[src/rtl/t10_disp_pkg.sv]
// Shared types and ASCII constants for the word-guess history display.
package t10_disp_pkg;

    // Game status; the encoding is visible on the state output.
    typedef enum logic [1:0] {
        ST_PLAY = 2'd0,
        ST_WIN  = 2'd1,
        ST_LOSE = 2'd2
    } state_e;

    localparam logic [7:0] ASCII_SPACE = 8'h20;
    localparam logic [7:0] ASCII_BLANK = 8'h5F;
    localparam logic [7:0] ASCII_QMARK = 8'h3F;
    localparam logic [7:0] ASCII_W     = 8'h57;
    localparam logic [7:0] ASCII_L     = 8'h4C;
    localparam logic [7:0] ASCII_ZERO  = 8'h30;

endpackage

[src/rtl/t10_guess_match.sv]
// DEPTH-way comparator: flags when the key equals any occupied history slot.
// Empty slots never match, so a guess of the blank character is still accepted.
module t10_guess_match #(
    parameter int DEPTH = 10
) (
    input  logic [DEPTH-1:0][7:0] hist_i,
    input  logic [DEPTH-1:0]      valid_i,
    input  logic [7:0]            key_i,
    output logic                  hit_o
);

    // OR-reduce the per-slot equality, with every slot compared on all 8 bits.
    always_comb begin
        hit_o = 1'b0;
        for (int i = 0; i < DEPTH; i++) begin
            if (valid_i[i] && (hist_i[i] == key_i)) begin
                hit_o = 1'b1;
            end
        end
    end

endmodule

[src/rtl/t10_guess_history_disp.sv]
// Guess history, wrong-guess counter and PLAY/WIN/LOSE tracking, packed into
// two ASCII rows for the LCD controller.
//
// Handshake: ready is a single-cycle strobe that qualifies msg and correct in
// that same cycle. There is no back-pressure; a strobe is either accepted,
// flagged as a duplicate, or ignored (game over / gameEnd) in that cycle.
module t10_guess_history_disp
    import t10_disp_pkg::*;
#(
    parameter int         ROW_CHARS = 16,
    parameter int         DEPTH     = 10,
    parameter int         MAX_WRONG = 6,
    parameter logic [7:0] BLANK     = ASCII_BLANK
) (
    input  logic                   clk,
    input  logic                   nRst,
    input  logic                   ready,
    input  logic [7:0]             msg,
    input  logic                   correct,
    input  logic                   win,
    input  logic                   gameEnd,
    output logic [8*ROW_CHARS-1:0] row1,
    output logic [8*ROW_CHARS-1:0] row2,
    output logic [3:0]             wrong_cnt,
    output logic                   dup,
    output logic [1:0]             state
);

    localparam int         PAD     = (ROW_CHARS - DEPTH) / 2;
    localparam logic [3:0] WRONG_MAX = 4'(MAX_WRONG);

    logic [DEPTH-1:0][7:0] hist_q, hist_d;
    logic [DEPTH-1:0]      valid_q, valid_d;
    logic [7:0]            last_q, last_d;
    logic [3:0]            wrong_q, wrong_d;
    logic                  dup_q, dup_d;
    state_e                state_q, state_d;
    logic                  hit;

    t10_guess_match #(.DEPTH(DEPTH)) u_match (
        .hist_i  (hist_q),
        .valid_i (valid_q),
        .key_i   (msg),
        .hit_o   (hit)
    );

    // Register bank; the async reset and gameEnd produce the same cleared image.
    always_ff @(posedge clk or negedge nRst) begin
        if (!nRst) begin
            hist_q  <= {DEPTH{BLANK}};
            valid_q <= '0;
            last_q  <= ASCII_SPACE;
            wrong_q <= 4'd0;
            dup_q   <= 1'b0;
            state_q <= ST_PLAY;
        end else begin
            hist_q  <= hist_d;
            valid_q <= valid_d;
            last_q  <= last_d;
            wrong_q <= wrong_d;
            dup_q   <= dup_d;
            state_q <= state_d;
        end
    end

    // Next state: clear, accept/shift, duplicate flag, and status transitions
    // judged on the post-update counter so the deciding guess ends play at once.
    always_comb begin
        hist_d  = hist_q;
        valid_d = valid_q;
        last_d  = last_q;
        wrong_d = wrong_q;
        dup_d   = 1'b0;
        state_d = state_q;
        if (gameEnd) begin
            hist_d  = {DEPTH{BLANK}};
            valid_d = '0;
            last_d  = ASCII_SPACE;
            wrong_d = 4'd0;
            state_d = ST_PLAY;
        end else if (state_q == ST_PLAY) begin
            if (ready) begin
                if (hit) begin
                    dup_d = 1'b1;
                end else begin
                    for (int i = DEPTH - 1; i > 0; i--) begin
                        hist_d[i]  = hist_q[i-1];
                        valid_d[i] = valid_q[i-1];
                    end
                    hist_d[0]  = msg;
                    valid_d[0] = 1'b1;
                    last_d     = msg;
                    if (!correct && (wrong_q != WRONG_MAX)) begin
                        wrong_d = wrong_q + 4'd1;
                    end
                end
            end
            if (win) begin
                state_d = ST_WIN;
            end else if (wrong_d == WRONG_MAX) begin
                state_d = ST_LOSE;
            end
        end
    end

    // Row packing; character 0 sits in the most significant byte.
    always_comb begin
        row1 = {ROW_CHARS{ASCII_SPACE}};
        row2 = {ROW_CHARS{ASCII_SPACE}};
        case (state_q)
            ST_WIN:  row1[8*ROW_CHARS-1 -: 8] = ASCII_W;
            ST_LOSE: row1[8*ROW_CHARS-1 -: 8] = ASCII_L;
            default: row1[8*ROW_CHARS-1 -: 8] = ASCII_QMARK;
        endcase
        row1[8*(ROW_CHARS - ROW_CHARS/2)-1 -: 8] = last_q;
        row1[7:0] = ASCII_ZERO + {4'd0, wrong_q};
        for (int i = 0; i < DEPTH; i++) begin
            row2[8*(ROW_CHARS - PAD - i)-1 -: 8] = hist_q[i];
        end
    end

    assign wrong_cnt = wrong_q;
    assign dup       = dup_q;
    assign state     = state_q;

endmodule

[config.mk]
export PLATFORM = sky130hd
export DESIGN_NAME = t10_guess_history_disp
export DESIGN_NICKNAME = d
export VERILOG_FILES = /design/src/rtl/t10_disp_pkg.sv /design/src/rtl/t10_guess_match.sv /design/src/rtl/t10_guess_history_disp.sv
export SDC_FILE = /design/constraint.sdc
export NUM_CORES = 1
export LEC_CHECK = 0
export ABC_AREA = 0
export CAP_MARGIN = 20
export CORE_MARGIN = 8
export CORE_UTILIZATION = 35
export CTS_BUF_LIST = sky130_fd_sc_hd__clkbuf_8
export DETAILED_ROUTE_END_ITERATION = 16
export PLACE_DENSITY = 0.76
export SLEW_MARGIN = 20
export SYNTH_ARGS = -nofsm -noshare
export SYNTH_HDL_FRONTEND = slang
export SYNTH_SLANG_ARGS = --single-unit
[constraint.sdc]
create_clock -name clk -period 6.2 [get_ports clk]
set_input_delay 1.24 -clock clk [delete_from_list [all_inputs] [get_ports clk]]
set_output_delay 1.24 -clock clk [all_outputs]
set_load 0.02 [all_outputs]
Word-level counts from Yosys, hierarchy flattened
Index checks and enable logic that the tools add are counted.
- logic and storage cells: 88
- output and inout port bits: 263
- input bits: 14
- bits in registers: 105
- muxes and demuxes: 38
- add/subtract/negate cells: 2
- reduce and logical (&&, ||, !) cells: 18
- eq/ne operators: 15
- operators by type and width (kind ; count):
    80-bit 2-to-1 mux ; 4
    8-bit == test ; 10
    10-bit 2-to-1 mux ; 4
    8-bit 2-to-1 mux ; 4
    4-bit 2-to-1 mux ; 7
    1-bit 2-to-1 mux ; 14
    7-bit case mux with 2 select lines ; 1
    1-bit logical AND ; 11
    2-bit 2-to-1 mux ; 4
    6-bit by 4-bit adder with 7-bit output (first input constant) ; 1
    4-bit by 1-bit adder with 4-bit output (second input constant) ; 1
    4-bit by 3-bit == test with 1-bit output (second input constant) ; 1
    4-bit by 3-bit inequality test with 1-bit output (second input constant) ; 1
    2-bit nonzero test ; 2
    3-bit AND reduction ; 1
    3-bit nonzero test ; 1
    2-bit by 1-bit == test with 1-bit output (second input constant) ; 1
    2-bit == test (second input constant) ; 1
    2-bit zero test ; 1
    2-bit inequality test (second input constant) ; 1
    2-bit AND reduction ; 1
    1-bit zero test ; 1

Depth between registers and ports, before layout
Gate-level depths: netlist of the first run.
- depth after elaboration: 21
- depth in mapped cells: 11
- gate-level depth less buffers: 8

Hierarchy
Synthesis of the first run repeated with hierarchy kept, for this count alone.
- cells, all modules: 562
- area total of the unflattened synthesis: 6213.5 µm²
- modules (own cells, without submodules) (module ; area an instance (µm²) ; instances ; cells an instance):
    t10_guess_history_disp ; 5198.7 ; 1 ; 441
    t10_guess_match ; 1014.7 ; 1 ; 121

Least setup slack after synthesis of the first run
Ideal clock, no wire load.
- path kind: input -> register
- start: input msg[3]
- end: register state_q[1] (netlist: state[1])
- data required time: 6.078 ns
- path slack: 3.247 ns
- arrival time: 2.832 ns
- cell stages on the path: 9
- buffers on the path: 1
- library setup time: 0.122 ns
- cells stage by stage: buf_6 xor2_1 nor4_2 nand4_1 o31ai_4 and4bb_4 nand4_1 o21ai_0 a32o_1
- longest elaborated chain between the ends: 19
- ends and longest elaborated chain (item ; line ; source):
    start: declaration ; t10_guess_history_disp.sv:18 ; input logic [7:0] msg,
    8-bit == test ; t10_guess_match.sv:16 ; if (valid_i[i] && (hist_i[i] == key_i)) begin
    1-bit logical AND ; t10_guess_match.sv:16 ;
    1-bit 2-to-1 mux (9 in a row) ; t10_guess_match.sv:16 ;
    1-bit 2-to-1 mux (*) ; t10_guess_match.sv:16 ;
    4-bit 2-to-1 mux (*) ; t10_guess_history_disp.sv:83 ; if (hit) begin
    4-bit 2-to-1 mux (*) ; t10_guess_history_disp.sv:82 ; if (ready) begin
    4-bit 2-to-1 mux (*) ; t10_guess_history_disp.sv:81 ; end else if (state_q == ST_PLAY) begin
    4-bit 2-to-1 mux (*) ; t10_guess_history_disp.sv:75 ; if (gameEnd) begin
    4-bit by 3-bit == test with 1-bit output (*) ; t10_guess_history_disp.sv:100 ; end else if (wrong_d == WRONG_MAX) begin
    3-bit nonzero test (no source line) (*) ; n/a ;
    2-bit AND reduction (no source line) (*) ; n/a ;
    end signal: assignment ; t10_guess_history_disp.sv:62 ; state_q <= state_d;
    end: declaration ; t10_guess_history_disp.sv:37 ; state_e state_q, state_d;
Every way passes the cells marked *; elsewhere a longest branch is shown, timed or not. The select of a mux whose other input is x is not followed.
A chain may end at the register's enable or synchronous reset.

Final worst setup path of the first run
- start: input msg[3]
- end: register valid_q[9]
- longest elaborated chain between the ends: 14
- ends and longest elaborated chain (item ; line ; source):
    8-bit == test ; t10_guess_match.sv:16 ;
    1-bit logical AND ; t10_guess_match.sv:16 ;
    1-bit 2-to-1 mux (9 in a row) ; t10_guess_match.sv:16 ;
    1-bit 2-to-1 mux (*) ; t10_guess_match.sv:16 ;
    2-bit inequality test (no source line) (*) ; n/a ;
    3-bit AND reduction (no source line) (*) ; n/a ;
    end signal: assignment ; t10_guess_history_disp.sv:58 ; valid_q <= valid_d;
    end: declaration ; t10_guess_history_disp.sv:33 ; logic [DEPTH-1:0] valid_q, valid_d;
Every way passes the cells marked *; elsewhere a longest branch is shown, timed or not.

==> impl_results.md, run 1 <==
* Worst EP arrival at 4.48 ns
* Starting Density at 35.5%
* Total clock sinks at ~100
* YS warnings at 0
* Post-synthesis cell count at between 500 and 600
* Die span in x at approximately 150 um
* Post-CTS Hold Buffers at 0
* Hpwl dp at 12200 um
* Clock transition at path regs at 0.09 ns
* Minimum clock period at 4.17 ns
* H-tree depth at 3
* Endpoints failing setup at 0
* Hold Vio Cnt, Final at 0
* Pwr/cell area at 189 nW/um^2
* Worst Setup End Kind: register
* CP max stage cell: clkdlybuf4s50_1
* Seq cells post-synth at around 100
* Commonest non-fill, non-tap cells in the layout: 158 x conb_1, 117 x clkdlybuf4s50_1, 61 x o22a_1, 61 x dfstp_2, 43 x dfrtp_1
* All-Layer GR Usage at 13.0%
* Synth Area per Inst at about 11 um^2
* CTS buffer count at 9
* Tightest Pin Transition at roughly 0.89 ns
* PortBufs at approximately 120
* DR iter-0 viols at 157
* Layout cells sized above 1 at 16.4%
* Core Box Area at 17900 um^2
* Post-CTS Setup Repair Bufs at 0
* Total number of vias at 4063
* CTS Buffer Depth at 2
* HP Class: reg -> reg
* Area Overhead vs Synth at 12.5%
* Hold_ws at 0.503 ns
* Fin util at about two fifths
* Via-to-Cell Ratio at between 4 and 5
* Critical-path maximum fanout at 20
* Unique masters post-synth at 41
* Peak Freq at 240 MHz
* Final Cycle Share at 67.3%
* TritonCTS clock tree: built
* Maxcap violations at 0
* Post-Route WL at around 16000 um
* Crit-path leading delay family: buffers and inverters
* Slowest cell delay on critical path at 0.97 ns
* Non-Filler Instances at 895
* Status: finished, final reports clean
* Post-route DRC violation count at 0
* Worst Setup Start Kind: input pin
* Overflow after GRT at 0
* CP Buf/Inv Count at 2
* Ant. Diodes at 0
* RSZ-0062 raised after global routing: false
* Most common cell after layout, fill and taps aside: conb_1
* First-pass GRT wire length at 23200 um
* Critical setup path kind: in -> reg
* GPL Wtd Cong at between 0.7 and 0.8
* Die ar. at about 23000 um^2
* Chip height at ~150 um
* Placed Cells at 880
* Met2 wire len at between 7000 and 8000 um
* First-pass DRT Iterations at 4
* Clock root buffer: clkbuf_8
* Final Net Count at 681
* Max-slew headroom at between 40% and 50%
* Drt wl/cell at ~18 um
* Metal-1 WL at 6720 um
* Slew Limit Fails at 0
* Number of global-route vias before repair at 3902
* Leak at 2.91 nW
* Final Skew at 0.0147 ns
* Worst Path Required at 6.51 ns
* Io pins at 277
* Setup tns final at 0 ns
* Antenna Violating Nets Remaining at 0
* Met3 WL at roughly 1400 um
* Synth Cell Area at ~6300 um^2
* Pin count of the biggest net entering global routing at 73
* Post-CTS sizing at 0
* Top layer in use: met4
* Peak supply drop at 0.125 mV
* Latest clock arrival within the worst-skew pair at about 0.37 ns
* Worst-path cell chain: clkdlybuf4s50_1 -> xor2_1 -> nor4_1 -> a41oi_1 -> nand4_2 -> nor4_4 -> buf_4 -> a22o_1
* Initial antenna violation count at 0
* FP Rows at 49
* Sequential-to-total area share from yosys stat at 42.2%
## metrics by stage
stage               cell area, um^2  worst slack, ns  total power [mW]
finish                         7140             2.03              1.35
floorplan                      6940             3.25             0.987
detailed placement             6960             1.63             0.972
global placement               6960             1.69             0.971
global route                   7140             1.78              1.41
CTS                            7140             2.02              1.36
## routing by layer
layer,up-vias,track usage (%)
met5,-,0
met2,177,21.4
met3,13,2.40
met4,0,4.06
met1,2031,17.1
li1,1842,-
## cell usage after synthesis (all sizes together)
| master | instances | area [um^2] |
|---|---|---|
| buf | 187 | 1450 |
| dfstp | 61 | 1600 |
| o22a | 61 | 534 |
| dfrtp | 43 | 1080 |
| xor2 | 42 | 368 |
| xnor2 | 41 | 359 |
| a22o | 35 | 329 |
| nand4 | 12 | 81.3 |
| nor3 | 10 | 50.1 |
| clkbuf | 8 | 30.0 |
| inv | 8 | 30.0 |
| nand2 | 7 | 26.3 |
| nor2 | 7 | 33.8 |
| nor4 | 7 | 65.1 |
| nand3 | 6 | 30.0 |
| ha | 5 | 62.6 |
| a41oi | 4 | 35.0 |
| a21oi | 3 | 15.0 |
| o21ai | 3 | 15.0 |
| conb | 2 | 7.51 |
| nor2b | 2 | 12.5 |
| o31ai | 2 | 28.8 |
| a311oi | 1 | 8.76 |
| a31o | 1 | 8.76 |
| a31oi | 1 | 12.5 |
| a32o | 1 | 10.0 |
| and2 | 1 | 6.26 |
| and3 | 1 | 6.26 |
| and4 | 1 | 10.0 |
| and4b | 1 | 10.0 |
| and4bb | 1 | 16.3 |
| mux2i | 1 | 10.0 |
| nand4bb | 1 | 11.3 |
## logic make-up (layout without fill, tap and decap cells)
logic type | after synthesis | after routing | share of synthesized area [%]
multiplexers | 1 | 1 | 0.158
other | 2 | 158 | 0.118
adder cells (fa/ha/maj) | 5 | 5 | 0.985
buffers and inverters | 203 | 146 | 23.7
AND/OR/NAND/NOR | 57 | 57 | 5.66
flip-flops | 104 | 104 | 42.2
XOR/XNOR | 83 | 83 | 11.4
AO/OA/AOI/OAI | 112 | 112 | 15.7
## state kept, by name, indices dropped and copies added (netlist names)
| name | cells |
|---|---|
| state | 2 |
| wrong_cnt | 4 |
| row2 | 79 |
| last_q | 8 |
| valid_q | 10 |
| dup | 1 |
## power by group
part | switching [mW] | leakage, nW | internal (mW) | total, mW
logic | 0.190 | 1.59 | 0.0649 | 0.255
clock network | 0.222 | 0.0924 | 0.163 | 0.386
registers | 0.0152 | 1.23 | 0.695 | 0.711
## layout make-up
type,count,area [um^2]
Clock buffer,11,151
Clock inverter,4,21.3
Fill cell,1764,10800
Inverter,8,30.0
Multi-Input combinational cell,416,2760
Sequential cell,104,2680
Tap cell,229,287
Timing Repair Buffer,123,1220
## path summary, 6_finish.rpt
kind | startpoint | endpoint | slack, ns | cells after the start
setup reg to reg | row2[38]$_DFFE_PN1P_ | valid_q[9]$_DFFE_PN0P_ | 3.33 | 7
setup / recovery | msg[3] | valid_q[9]$_DFFE_PN0P_ | 2.03 | 8
max in group asynchronous | nRst | row2[31]$_DFFE_PN0P_ | 4.19 | 2
hold / removal | last_q[4]$_DFFE_PN0P_ | last_q[4]$_DFFE_PN0P_ | 0.50 | 1
hold reg to reg | last_q[4]$_DFFE_PN0P_ | last_q[4]$_DFFE_PN0P_ | 0.50 | 1
min in group asynchronous | nRst | row2[98]$_DFFE_PN1P_ | 1.08 | 1
Note: power is estimated with default switching activity, not from simulation.
==> run 2, diff against run 1 <==
clock period = 4.05 ns   (was 6.2 ns; I/O delays follow)
==> run 2 against run 1 <==
Via count grew 1.4%. Global-route usage up 0.32 points. Final cell count is 1.3% higher. Clock skew fell by 0.0019 ns. Cell area grew 1.5%. Critical endpoint is now row2[29]$_DFFE_PN0P_. Largest power group unchanged.
==> impl_results.md, run 2 (synthesized netlist as in run 1, its figures left out) <==
* Status: finished, final reports clean
* TritonCTS clock tree: built
* Fin util at 40.5% (+0.61 points)
* Slowest cell delay on critical path at 0.89 ns (-0.08 ns)
* Die span in x at 151 um (unchanged)
* Number of global-route vias before repair at 4017 (+2.9%)
* Critical-path maximum fanout at 35 (+75%)
* Worst R2R End: row2[29]$_DFFE_PN0P_
* Cell Area, Placed at 7070 um^2 (+1.5%)
* Peak Freq at 305 MHz
* Post-CTS Setup Repair Bufs at 0 (unchanged)
* Reg2reg start: row2[34]$_DFFE_PN1P_
* Endpoints failing setup at 0 (unchanged)
* GPL Wtd Cong at 0.815 (+2.0%)
* Via-to-Cell Ratio at 4.54 (about the same)
* R2r worst-path depth at 8 (+1)
* CP most frequent cell: buf_4
* Post-CTS Hold Buffers at 0 (unchanged)
* Initial antenna violation count at 0 (unchanged)
* Die ar. at 22700 um^2 (unchanged)
* Worst Setup Start Kind: input pin
* Chip height at 151 um (unchanged)
* Critical setup path kind: in -> reg
* Pwr/cell area at 290 nW/um^2 (+53%)
* Tot Pwr at 2.10 mW (+55%)
* Tightest Pin Transition at 0.662 ns (-0.229 ns)
* First-pass DRT Iterations at 4 (unchanged)
* Maxcap violations at 0 (unchanged)
* First-pass GRT wire length at 23600 um (+2.0%)
* Setup tns final at 0 ns (unchanged)
* Leak at 2.98 nW (+2.1%)
* Clock root buffer: clkbuf_8
* RSZ-0062 raised after global routing: false
* Most common cell after layout, fill and taps aside: conb_1
* Hpwl dp at 12500 um (+1.9%)
* CTS Buffer Depth at 2 (unchanged)
* Worst Setup End Kind: register
* Drt wl/cell at 17.9 um (+0.61%)
* CP Buf/Inv Count at 3 (+1)
* Crit-path leading delay family: buffers and inverters
* CP max stage cell: clkdlybuf4s50_1
* Starting Density at 35.5% (unchanged)
* Final Skew at 0.0128 ns (-0.00188 ns)
* Layout cells sized above 1 at 18.0% (+1.6 points)
* DR iter-0 viols at 194 (+24%)
* Post-route DRC violation count at 0 (unchanged)
* Worst Path Required at 4.38 ns (-2.13 ns)
* Commonest non-fill, non-tap cells in the layout: 158 x conb_1, 117 x clkdlybuf4s50_1, 61 x o22a_1, 61 x dfstp_2, 43 x dfrtp_1
* Area Overhead vs Synth at 14.2%
* R2R setup slack at 1.55 ns (-1.78 ns)
* Hold_ws at 0.452 ns (-0.0514 ns)
* Max FFs per register at 79 (unchanged)
* Latest clock arrival within the worst-skew pair at 0.39 ns (+0.02 ns)
* Slew Limit Fails at 0 (unchanged)
* Overflow after GRT at 0 (unchanged)
* HP Class: in -> async
* H-tree depth at 3 (unchanged)
* Final instance area at 7250 um^2 (+1.5%)
* Minimum clock period at 3.28 ns
* All-Layer GR Usage at 13.4% (+0.32 points)
* Ant. Diodes at 0 (unchanged)
* Post-Route WL at 16200 um (+2.0%)
* Hold Vio Cnt, Final at 0 (unchanged)
* Final Cycle Share at 80.9%
* Final Net Count at 692 (+1.6%)
* Clock transition at path regs at 0.10 ns (about the same)
* Antenna Violating Nets Remaining at 0 (unchanged)
* Core Box Area at 17900 um^2 (unchanged)
* CTS buffer count at 9 (unchanged)
* Total number of vias at 4119 (+1.4%)
* Peak supply drop at 0.197 mV (+57%)
* Worst-path cell chain: clkdlybuf4s50_1 -> xnor2_1 -> nand2_1 -> nor3_1 -> a41oi_1 -> nand4_2 -> buf_4 -> nor4_4 -> buf_4 -> a22o_2
* FP Rows at 49 (unchanged)
* Post-CTS sizing at 0 (unchanged)
* Pin count of the biggest net entering global routing at 62 (-15%)
* PortBufs at 118 (unchanged)
* Total clock sinks at 104 (unchanged)
* Max-slew headroom at 55.9% (+15 points)
* Worst EP arrival at 3.61 ns (-0.87 ns)
* Io pins at 277 (unchanged)
## run 2: cell count changes in the layout (fill, tap and decap cells not counted), sizes merged
cell and delta:
buf +11, clkbuf -2, clkinv +1, inv +2
## run 2: report_power, final
group	switching, mW	internal [mW]
Combinational	0.295	0.109
Clock	0.378	0.229
Sequential	0.0231	1.06
## run 2: layer usage
| metal | GRT usage [%] | vias up | routed length (um) |
|---|---|---|---|
| met5 | 0 | - | 0 |
| met4 | 4.30 | 0 | 153 |
| met3 | 3.97 | 10 | 1640 |
| met2 | 21.6 | 185 | 7830 |
| met1 | 16.8 | 2067 | 6600 |
| li1 | - | 1857 | - |
## run 2: how the worst max path moves through the flow
stage                      start                      to  slack, ns  cells past startpoint
after floorplan           msg[3]    state[1]$_DFFE_PN0P_       1.53                      9
after global placement    msg[1]    row2[29]$_DFFE_PN0P_       0.46                      9
after detailed placement  msg[1]  valid_q[8]$_DFFE_PN0P_       0.38                     10
after CTS                 msg[1]  valid_q[5]$_DFFE_PN0P_       0.79                     10
after global routing      msg[1]   last_q[1]$_DFFE_PN0P_       0.63                     10
final                     msg[1]    row2[29]$_DFFE_PN0P_       0.77                     10
## run 2: metrics by stage
stage	instances	worst slack, ns
floorplan	723	1.53
global route	907	0.626
finish	907	0.773
CTS	907	0.786
global placement	891	0.464
detailed placement	891	0.380
## run 2: area by class of cell
| cell class | instances | area, um^2 |
|---|---|---|
| clock inverter | 7 | 55.1 |
| tap | 229 | 287 |
| fill | 1770 | 10700 |
| multi-input combinational | 416 | 2750 |
| timing repair buffer | 134 | 1320 |
| inverter | 8 | 30.0 |
| clock buffer | 9 | 124 |
| sequential | 104 | 2680 |
## run 2: worst register-to-register path: cells and delay by family, from the launching register on
kind            cells  cell delay, ns
simple gates        3            0.49
buf+inv             2            0.58
compound gates      2            0.62
flops               1            0.58
xor+xnor            1            0.16
==> run 3, diff against run 2 <==
PLACE_DENSITY = 0.78   (was 0.76)
clock period = 2.75 ns   (was 4.05 ns; I/O delays follow)
==> run 3 against run 2 <==
Clock power grew 70%. Flip-flop and latch count is the same. Routed wire length grew 1.4%. Largest power group unchanged. Utilization grew 1.5 points. Worst setup slack lost 0.66 ns. Highest routed layer unchanged. First-iteration DRC count grew 1.0%.
==> impl_results.md, run 3 (synthesized netlist as in run 1, its figures left out) <==
* Post-route DRC violation count at 0 (unchanged)
* Max-slew headroom at 57.8% (+2.0 points)
* Commonest non-fill, non-tap cells in the layout: 158 x conb_1, 117 x clkdlybuf4s50_1, 61 x o22a_1, 61 x dfstp_2, 43 x dfrtp_1
* Hold Vio Cnt, Final at 0 (unchanged)
* DR iter-0 viols at 196 (+1.0%)
* CTS buffer count at 9 (unchanged)
* Worst-path cell chain: clkdlybuf4s50_1 -> buf_12 -> xor2_1 -> nor3_1 -> nand4_1 -> o31ai_4 -> and4bb_4 -> nand4_1 -> o21ai_0 -> a32o_1
* Worst Setup Start Kind: input pin
* Total clock sinks at 104 (unchanged)
* Overflow after GRT at 0 (unchanged)
* Cell Area, Placed at 7290 um^2 (+3.1%)
* Via-to-Cell Ratio at 4.48 (-1.4%)
* Fill cells at 1713 (-3.2%)
* CP max stage cell: clkdlybuf4s50_1
* Final Cycle Share at a little over nine tenths
* GR Util met3 at 3.91% (-0.060 points)
* Drt wl/cell at 17.9 um (+0.18%)
* Initial antenna violation count at 0 (unchanged)
* Post-Route WL at 16400 um (+1.4%)
* Maxcap violations at 0 (unchanged)
* Slew Limit Fails at 0 (unchanged)
* Layout cells sized above 1 at 19.6% (+1.6 points)
* Setup tns final at 0 ns (unchanged)
* Global route hottest layer: met2
* Minimum clock period at 2.64 ns
* Chip height at 151 um (unchanged)
* Post-CTS Hold Buffers at 0 (unchanged)
* GR Util met1 at 17.3% (+0.51 points)
* Ant. Diodes at 0 (unchanged)
* Most common cell after layout, fill and taps aside: conb_1
* RSZ-0062 raised after global routing: false
* Peak supply drop at 0.304 mV (+54%)
* H-tree depth at 3 (unchanged)
* Worst Path Required at 3.02 ns (-1.36 ns)
* PortBufs at 118 (unchanged)
* Core Box Area at 17900 um^2 (unchanged)
* Area Overhead vs Synth at 18.3%
* Die ar. at 22700 um^2 (unchanged)
* Final Net Count at 703 (+1.6%)
* Clock root buffer: clkbuf_8
* Leak at 3.10 nW (+4.0%)
* Final Skew at 0.0155 ns (+0.00265 ns)
* Pwr/cell area at 434 nW/um^2 (+50%)
* Critical setup path kind: in -> reg
* CTS Buffer Depth at 2 (unchanged)
* TritonCTS clock tree: built
* Hold_ws at 0.509 ns (+0.0569 ns)
* Pin count of the biggest net entering global routing at 56 (-9.7%)
* Peak Freq at 379 MHz
* Io pins at 277 (unchanged)
* FP Rows at 49 (unchanged)
* Latest clock arrival within the worst-skew pair at 0.38 ns (about the same)
* First-pass DRT Iterations at 6 (+2)
* Final instance area at 7510 um^2 (+3.6%)
* Slowest cell delay on critical path at 0.50 ns (-0.39 ns)
* Worst Setup End Kind: register
* CP most frequent cell: nand4_1
* All-Layer GR Usage at 13.4% (+0.080 points)
* Tightest Pin Transition at 0.633 ns (-0.0295 ns)
* Number of global-route vias before repair at 4037 (+0.50%)
* Worst EP arrival at 2.90 ns (-0.71 ns)
* Die span in x at 151 um (unchanged)
* HP Class: reg -> reg
* Critical-path maximum fanout at 10 (-71%)
* Max FFs per register at 79 (unchanged)
* Total number of vias at 4110 (-0.22%)
* Starting Density at 35.5% (unchanged)
* GR Layer Usage met2 at 21.6% (unchanged)
* First-pass GRT wire length at 23800 um (+0.79%)
* GPL Wtd Cong at 0.807 (-1.0%)
* Endpoints failing setup at 0 (unchanged)
* Hpwl dp at 12600 um (+0.86%)
* Antenna Violating Nets Remaining at 0 (unchanged)
* Clock transition at path regs at 0.10 ns (about the same)
* Status: finished, final reports clean
==> run 3: critical path, delay by kind of cell <==
kind                      cells  cell delay, ns
and+or+nand+nor               4            0.95
buffers and inverters         2            0.70
xor gates and xnor gates      1            0.14
AOI/OAI and AO/OA             3            0.54
==> run 3: report_power, final <==
group / switching [mW] / internal, mW
clock network: 0.565 / 0.461
registers: 0.0336 / 1.57
logic: 0.443 / 0.193
==> run 3: path summary, 6_finish.rpt <==
kind | startpoint | end | slack [ns] | cells after the start
setup / recovery | msg[2] | state[1]$_DFFE_PN0P_ | 0.11 | 10
hold / removal | last_q[1]$_DFFE_PN0P_ | last_q[1]$_DFFE_PN0P_ | 0.51 | 1
setup reg to reg | row2[98]$_DFFE_PN1P_ | state[1]$_DFFE_PN0P_ | 0.40 | 8
hold reg to reg | last_q[1]$_DFFE_PN0P_ | last_q[1]$_DFFE_PN0P_ | 0.51 | 1
max in group asynchronous | nRst | row2[88]$_DFFE_PN1P_ | 1.81 | 2
min in group asynchronous | nRst | row2[65]$_DFFE_PN1P_ | 0.54 | 1
==> run 3: stage by stage <==
| stage | std cells | total power, mW | util [%] | worst slack [ns] |
|---|---|---|---|---|
| CTS | 918 | 3.28 | 41.9 | 0.0769 |
| detailed placement | 902 | 2.25 | 40.7 | -0.324 |
| floorplan | 723 | 2.22 | - | 0.487 |
| global route | 918 | 3.39 | 42.0 | 0.0104 |
| global placement | 902 | 2.25 | 40.7 | -0.275 |
| finish | 918 | 3.26 | 42.0 | 0.115 |
==> run 3: final cells by class <==
cell class	instances	area, um^2	area share [%]
clock buffer	10	138	1.83
clock inverter	6	71.3	0.949
inverter	8	30.0	0.400
multi-input combinational	416	2770	36.8
sequential	104	2680	35.7
tap	229	287	3.81
timing repair buffer	145	1540	20.5
==> run 3: metal layers <==
layer  part of all wire (%)  vias to the layer above
met4                    1.3                        0
li1                       -                     1885
met3                     10                       15
met2                     48                      188
met1                     41                     2022
met5                      0                        -
==> run 3: what timing repair did <==
| action | 4_1_cts | 5_1_grt |
|---|---|---|
| buffers inserted | 0 | 0 |
| setup endpoints to repair | 0 | 94 |
| gates resized for setup | 0 | 2 |
